--- src/rtl/inc_share_pkg.sv ---
// Shared types, constants and helpers for the time-shared incrementer scheduler.
package inc_share_pkg;

    localparam int NUM_CH_DEF = 3;
    localparam int WIDTH_DEF  = 8;

    typedef logic [WIDTH_DEF-1:0]  count_t;
    typedef logic [NUM_CH_DEF-1:0] ch_mask_t;

    localparam count_t CNT_MAX = '1;

    // Index of the set bit in a one-hot vector of up to 8 channels; 0 when empty.
    function automatic logic [2:0] onehot_idx(input logic [7:0] oh);
        logic [2:0] r;
        r = '0;
        for (int i = 0; i < 8; i++) begin
            if (oh[i]) r = 3'(i);
        end
        return r;
    endfunction

endpackage

--- src/rtl/inc_share_sched_rr_arbiter.sv ---
// Combinational round-robin arbiter: first eligible channel at or after ptr, wrapping.
module rr_arbiter
    import inc_share_pkg::*;
#(
    parameter int NUM_CH = NUM_CH_DEF,
    parameter int IDXW   = (NUM_CH > 1) ? $clog2(NUM_CH) : 1
) (
    input  logic [NUM_CH-1:0] eligible,
    input  logic [IDXW-1:0]   ptr,
    output logic [NUM_CH-1:0] grant,
    output logic [IDXW-1:0]   idx,
    output logic              any
);

    logic            found;
    logic [IDXW-1:0] cand;
    int              pos;

    always_comb begin
        grant = '0;
        found = 1'b0;
        cand  = '0;
        pos   = 0;
        for (int i = 0; i < NUM_CH; i++) begin
            pos = int'(ptr) + i;
            if (pos >= NUM_CH) pos = pos - NUM_CH;
            cand = IDXW'(pos);
            if (!found && eligible[cand]) begin
                grant[cand] = 1'b1;
                found       = 1'b1;
            end
        end
    end

    assign idx = IDXW'(onehot_idx(8'(grant)));
    assign any = |eligible;

endmodule

--- src/rtl/inc_share_sched.sv ---
// NUM_CH count registers sharing one incrementer through a round-robin arbiter.
// Build option: SHARED_INC_SAT_EN saturates counts at all-ones instead of wrapping.
module inc_share_sched
    import inc_share_pkg::*;
#(
    parameter int NUM_CH = NUM_CH_DEF,
    parameter int WIDTH  = WIDTH_DEF
) (
    input  logic                    clk,
    input  logic                    reset,
    input  logic [NUM_CH-1:0]       req,
    input  logic [NUM_CH-1:0]       clr,
    output logic [NUM_CH-1:0]       gnt,
    output logic [NUM_CH*WIDTH-1:0] count,
    output logic [NUM_CH-1:0]       tc_pulse,
    output logic                    busy
);

    localparam int IDXW = (NUM_CH > 1) ? $clog2(NUM_CH) : 1;
    localparam logic [WIDTH-1:0] TOP = '1;

    logic [WIDTH-1:0]  cnt [NUM_CH];
    logic [NUM_CH-1:0] elig;
    logic [NUM_CH-1:0] grant_oh;
    logic [IDXW-1:0]   grant_idx;
    logic              grant_any;
    logic [IDXW-1:0]   ptr;
    logic [IDXW-1:0]   ptr_next;
    logic [WIDTH-1:0]  operand;
    logic [WIDTH-1:0]  sum;
    logic              tc_hit;

`ifdef SHARED_INC_SAT_EN
    localparam logic [WIDTH-1:0] NEAR_TOP = TOP - 1'b1;
    logic [NUM_CH-1:0] full;

    always_comb begin
        full = '0;
        for (int i = 0; i < NUM_CH; i++) begin
            full[i] = (cnt[i] == TOP);
        end
    end

    // Saturated channels drop out of arbitration until cleared.
    assign elig   = req & ~clr & ~full;
    assign tc_hit = (operand == NEAR_TOP);
`else
    assign elig   = req & ~clr;
    assign tc_hit = (operand == TOP);
`endif

    rr_arbiter #(
        .NUM_CH (NUM_CH),
        .IDXW   (IDXW)
    ) u_arb (
        .eligible (elig),
        .ptr      (ptr),
        .grant    (grant_oh),
        .idx      (grant_idx),
        .any      (grant_any)
    );

    // The single shared incrementer.
    assign operand  = cnt[grant_idx];
    assign sum      = operand + 1'b1;
    assign ptr_next = (grant_idx == IDXW'(NUM_CH - 1)) ? '0 : grant_idx + 1'b1;

    always_ff @(posedge clk or negedge reset) begin
        if (!reset) begin
            for (int i = 0; i < NUM_CH; i++) cnt[i] <= '0;
            gnt      <= '0;
            tc_pulse <= '0;
            busy     <= 1'b0;
            ptr      <= '0;
        end else begin
            for (int i = 0; i < NUM_CH; i++) begin
                if (clr[i]) begin
                    cnt[i] <= '0;
                end else if (grant_oh[i]) begin
                    cnt[i] <= sum;
                end
            end
            gnt      <= grant_oh;
            tc_pulse <= (grant_any && tc_hit) ? grant_oh : '0;
            busy     <= ($countones(elig) > 1);
            if (grant_any) ptr <= ptr_next;
        end
    end

    for (genvar g = 0; g < NUM_CH; g++) begin : g_count
        assign count[g*WIDTH +: WIDTH] = cnt[g];
    end

endmodule

--- config.mk ---
export PLATFORM = sky130hd
export DESIGN_NAME = inc_share_sched
export DESIGN_NICKNAME = d
export VERILOG_FILES = /design/src/rtl/inc_share_pkg.sv /design/src/rtl/inc_share_sched_rr_arbiter.sv /design/src/rtl/inc_share_sched.sv
export SDC_FILE = /design/constraint.sdc
export NUM_CORES = 1
export LEC_CHECK = 0
export BUFFER_PORTS_ARGS = -buffer_cell sky130_fd_sc_hd__buf_2
export CAP_MARGIN = 20
export CELL_PAD_IN_SITES_DETAIL_PLACEMENT = 1
export CELL_PAD_IN_SITES_GLOBAL_PLACEMENT = 1
export CORE_MARGIN = 1.5
export CORE_UTILIZATION = 40
export CTS_CLUSTER_DIAMETER = 30
export DETAILED_ROUTE_END_ITERATION = 8
export HOLD_SLACK_MARGIN = 0.02
export PLACE_DENSITY_LB_ADDON = 0.1
export SYNTH_ARGS = -nofsm -noshare
export SYNTH_HDL_FRONTEND = slang
export SYNTH_SLANG_ARGS = --single-unit
export TNS_END_PERCENT = 30
--- constraint.sdc ---
create_clock -name clk -period 4.2 [get_ports clk]
set_clock_uncertainty 0.1 [all_clocks]
set_input_delay 0.21 -clock clk [delete_from_list [all_inputs] [get_ports clk]]
set_output_delay 0.21 -clock clk [all_outputs]
set_load 0.1 [all_outputs]
==> flow_summary.yaml <==
pwr:
  leakage_nw: 1.16
  p_per_area_nw_per_um2: 751
  irDropWorstVdd_mv: 0.483
  total_power_mw: 1.93
die:
  core_area_sq_um: 5470
  io_pins: 39
  die_h_um: 78.1
  num_rows: 27
  start_util: 0.412
  die_x_um: 78.1
  die_area_sq_um: 6100
setup_path:
  cp-endpoint: "count[12]"
  path_delay_family: "simple AND/OR/NAND/NOR gates"
  worstReg2RegEnd: "count[12]"
  critPathBufInv: 1
  crit_start: "ptr[0]"
  endpoint_kind: "flop"
  regToRegSetupSlack_ns: 0.37
  regToRegStartpoint: "ptr[0]"
  cp.depth: 13
  critPathRequiredTime_ns: 4.31
  cp-start-kind: "flop"
  path_common_cell: "ha_1"
  path_class: "flop to flop"
  crit_path_max_incr_delay_ns: 0.46
  worst-r2r-cell-count: 13
  worst_path_max_delay_cell: "and4bb_4"
  critPathMaxFanout: 10
  crit_arrival_ns: 3.94
  path_cells: "ha_1, and4bb_4, nor3_4, nor2b_1, nor2_2, inv_1, nand2_1, a31oi_1, ha_1, and3_1, o21ai_0, o211a_1, o31ai_1"
cts:
  cts_setup_buffers: 0
  htreeDepth: 2
  numCtsBuffers: 5
  clk_pin_slew_worst_paths_ns: 0.07
  cts_tree: "yes"
  clockRootBuffer: "clkbuf_8"
  clkLatencyLatePin_ns: 0.29
  cts.sinks: 33
  clock_path_buffers: 2
place:
  hpwl_um: 4890
  dpl_worst_slack_ns: 0.432
  routabilityCongestion: 0.876
  io_buffers: 38
  dp_cells: 337
synthesis:
  yosysUniqueCellTypes: 67
  syn-num-nets: 250
  synth_warnings: 0
  synth_area_leader_cell: "dfrtp_1"
  ys_seq_area_frac: 0.366
  postSynthAreaPerCell_sq_um: 9.56
  netlist_top_cells_area: "dfrtp_1, nand2_1, nor2_1, ha_1, xor2_1"
  synth_top_area_share: 0.366
  mappedNetlistArea_sq_um: 2260
  synth_edf_count: 0
  ys.flop_type: "dfrtp_1"
  ys_ff_latch: 33
  syn_inst: 236
  async_reset_ff_frac: 1.00
drt:
  ant_nets: 0
  highest_layer: "met4"
  wl_um: 6570
  dr.pass1.iters: 4
  dr_wl_met3_um: 309
  drc: 0
  vias: 1964
  wl_met2_um: 3200
  viasPerCell: 5.68
  wire_per_inst_um: 19.0
  drt-met1-wl_um: 2990
  drt-initial-drc-count: 99
final_layout:
  synthToLayoutAreaGrowth_pct: 13.7
  drive_gt1_frac: 0.270
  n_antenna_cell: 0
  num-nets-final: 287
  stdcell_count: 346
  nFillCells: 675
  final_util: 0.469
worst_hold_path:
  holdCritPathClass: "input port to flop"
run:
  cap_violations: 0
timing:
  drv_slew: 0
  setup-tns-final_ns: 0
  min_period_over_period: 0.913
  worst_slew_pin_slew_ns: 0.790
  grt_setup_unrepaired: "false"
  timing.slew.headroom: 0.473
  hold_viol_final: 0
  fin_ws_ns: 0.365
  max_clock_freq_mhz: 261
  finalSetupViolCount: 0
  finalCriticalPeriod_ns: 3.83
outcome:
  status: "finished, final reports clean"
grt:
  grt_pass1_wl_um: 10900
  grt_overflow_total: 0
  grt_start_max_net_pins: 34
  gr-usage-all-layers: 0.235
  grt_pass1_vias: 2014
  grt_antenna_before_repair: 0
==> registers in the layout, indices dropped and copies added (netlist names) <==
signal,flops
busy,1
gnt,3
count,24
tc_pulse,3
ptr,2
==> where the power goes <==
part           switching, mW  internal, mW  leakage (nW)  total (mW)
Sequential            0.0829         0.386         0.451       0.469
Combinational          0.936         0.283         0.668        1.22
Clock                  0.126         0.115        0.0450       0.241
==> stage by stage <==
stage	cell area (sq um)	hold slack, ns
2_1_floorplan	2260	-0.186
3_3_place_gp	2470	0.235
3_5_place_dp	2470	0.250
4_1_cts	2570	0.168
5_1_grt	2570	0.181
6_report	2570	0.165
==> cells in the mapped netlist (all sizes together), types with 2 or more instances <==
cell type / number
buf: 10
a311oi: 2
xnor2: 7
clkbuf: 2
o311ai: 2
inv: 8
and4bb: 3
a211o: 2
nand3b: 3
a21o: 2
nand2: 27
nand2b: 2
nand4: 3
a2bb2oi: 2
nor3: 4
xor2: 8
o211a: 3
o21ai: 11
nand3: 9
a31oi: 6
dfrtp: 33
ha: 6
nor4b: 2
nor2: 25
a211oi: 6
nor2b: 5
and3: 6
o211ai: 3
a21oi: 13
o31ai: 5
==> worst min path at each step <==
| stage | start | cells past startpoint | end | slack (ns) |
|---|---|---|---|---|
| global placement | reset | 1 | busy | 0.24 |
| global route | clr[1] | 2 | count[11] | 0.18 |
| floorplan | reset | 0 | busy | -0.19 |
| finish | clr[2] | 2 | count[23] | 0.17 |
| CTS | clr[2] | 2 | count[18] | 0.17 |
| detailed placement | reset | 1 | busy | 0.25 |
==> metal layers <==
| metal | global-route usage | up-vias |
|---|---|---|
| met2 | 0.393 | 55 |
| met5 | 0 | - |
| li1 | - | 932 |
| met3 | 0.0372 | 7 |
| met1 | 0.311 | 970 |
| met4 | 0.0732 | 0 |
==> repair_timing <==
item / in CTS / in global routing
resized for setup: 0 / 0
hold endpoints to repair: 33 / 0
hold buffers: 1 / 0
==> final cells by class <==
class / count / area [sq um] / share of cell area
Multi-Input combinational cell: 183 / 1310 / 0.512
Clock buffer: 6 / 72.6 / 0.0283
Sequential cell: 33 / 826 / 0.322
Clock inverter: 2 / 10.0 / 0.00390
Inverter: 8 / 32.5 / 0.0127
Timing Repair Buffer: 42 / 223 / 0.0867
Tap cell: 72 / 90.1 / 0.0351
==> placed cells by master, fill, tap and decap left out, types with 3 or more instances in the layout <==
master	count
dfrtp_1	33
buf_2	38
nand3b_1	3
o21ai_0	9
inv_1	5
xnor2_1	7
ha_1	6
a21oi_1	12
a211oi_1	6
nand3_1	9
a31oi_1	5
clkbuf_8	5
xor2_1	8
nor3_1	3
nor2b_1	3
buf_4	3
and3_1	6
nor2_1	23
o31ai_1	4
nand2_1	27
==> cell families after synthesis <==
logic type | after synthesis | synth area share
simple gates | 98 | 0.263
compound gates | 63 | 0.223
flops | 33 | 0.366
buf+inv | 20 | 0.0521
xor+xnor | 15 | 0.0582
fa+ha+maj | 6 | 0.0333
mux | 1 | 0.00443
No activity file was read; power rests on OpenSTA's default activity.
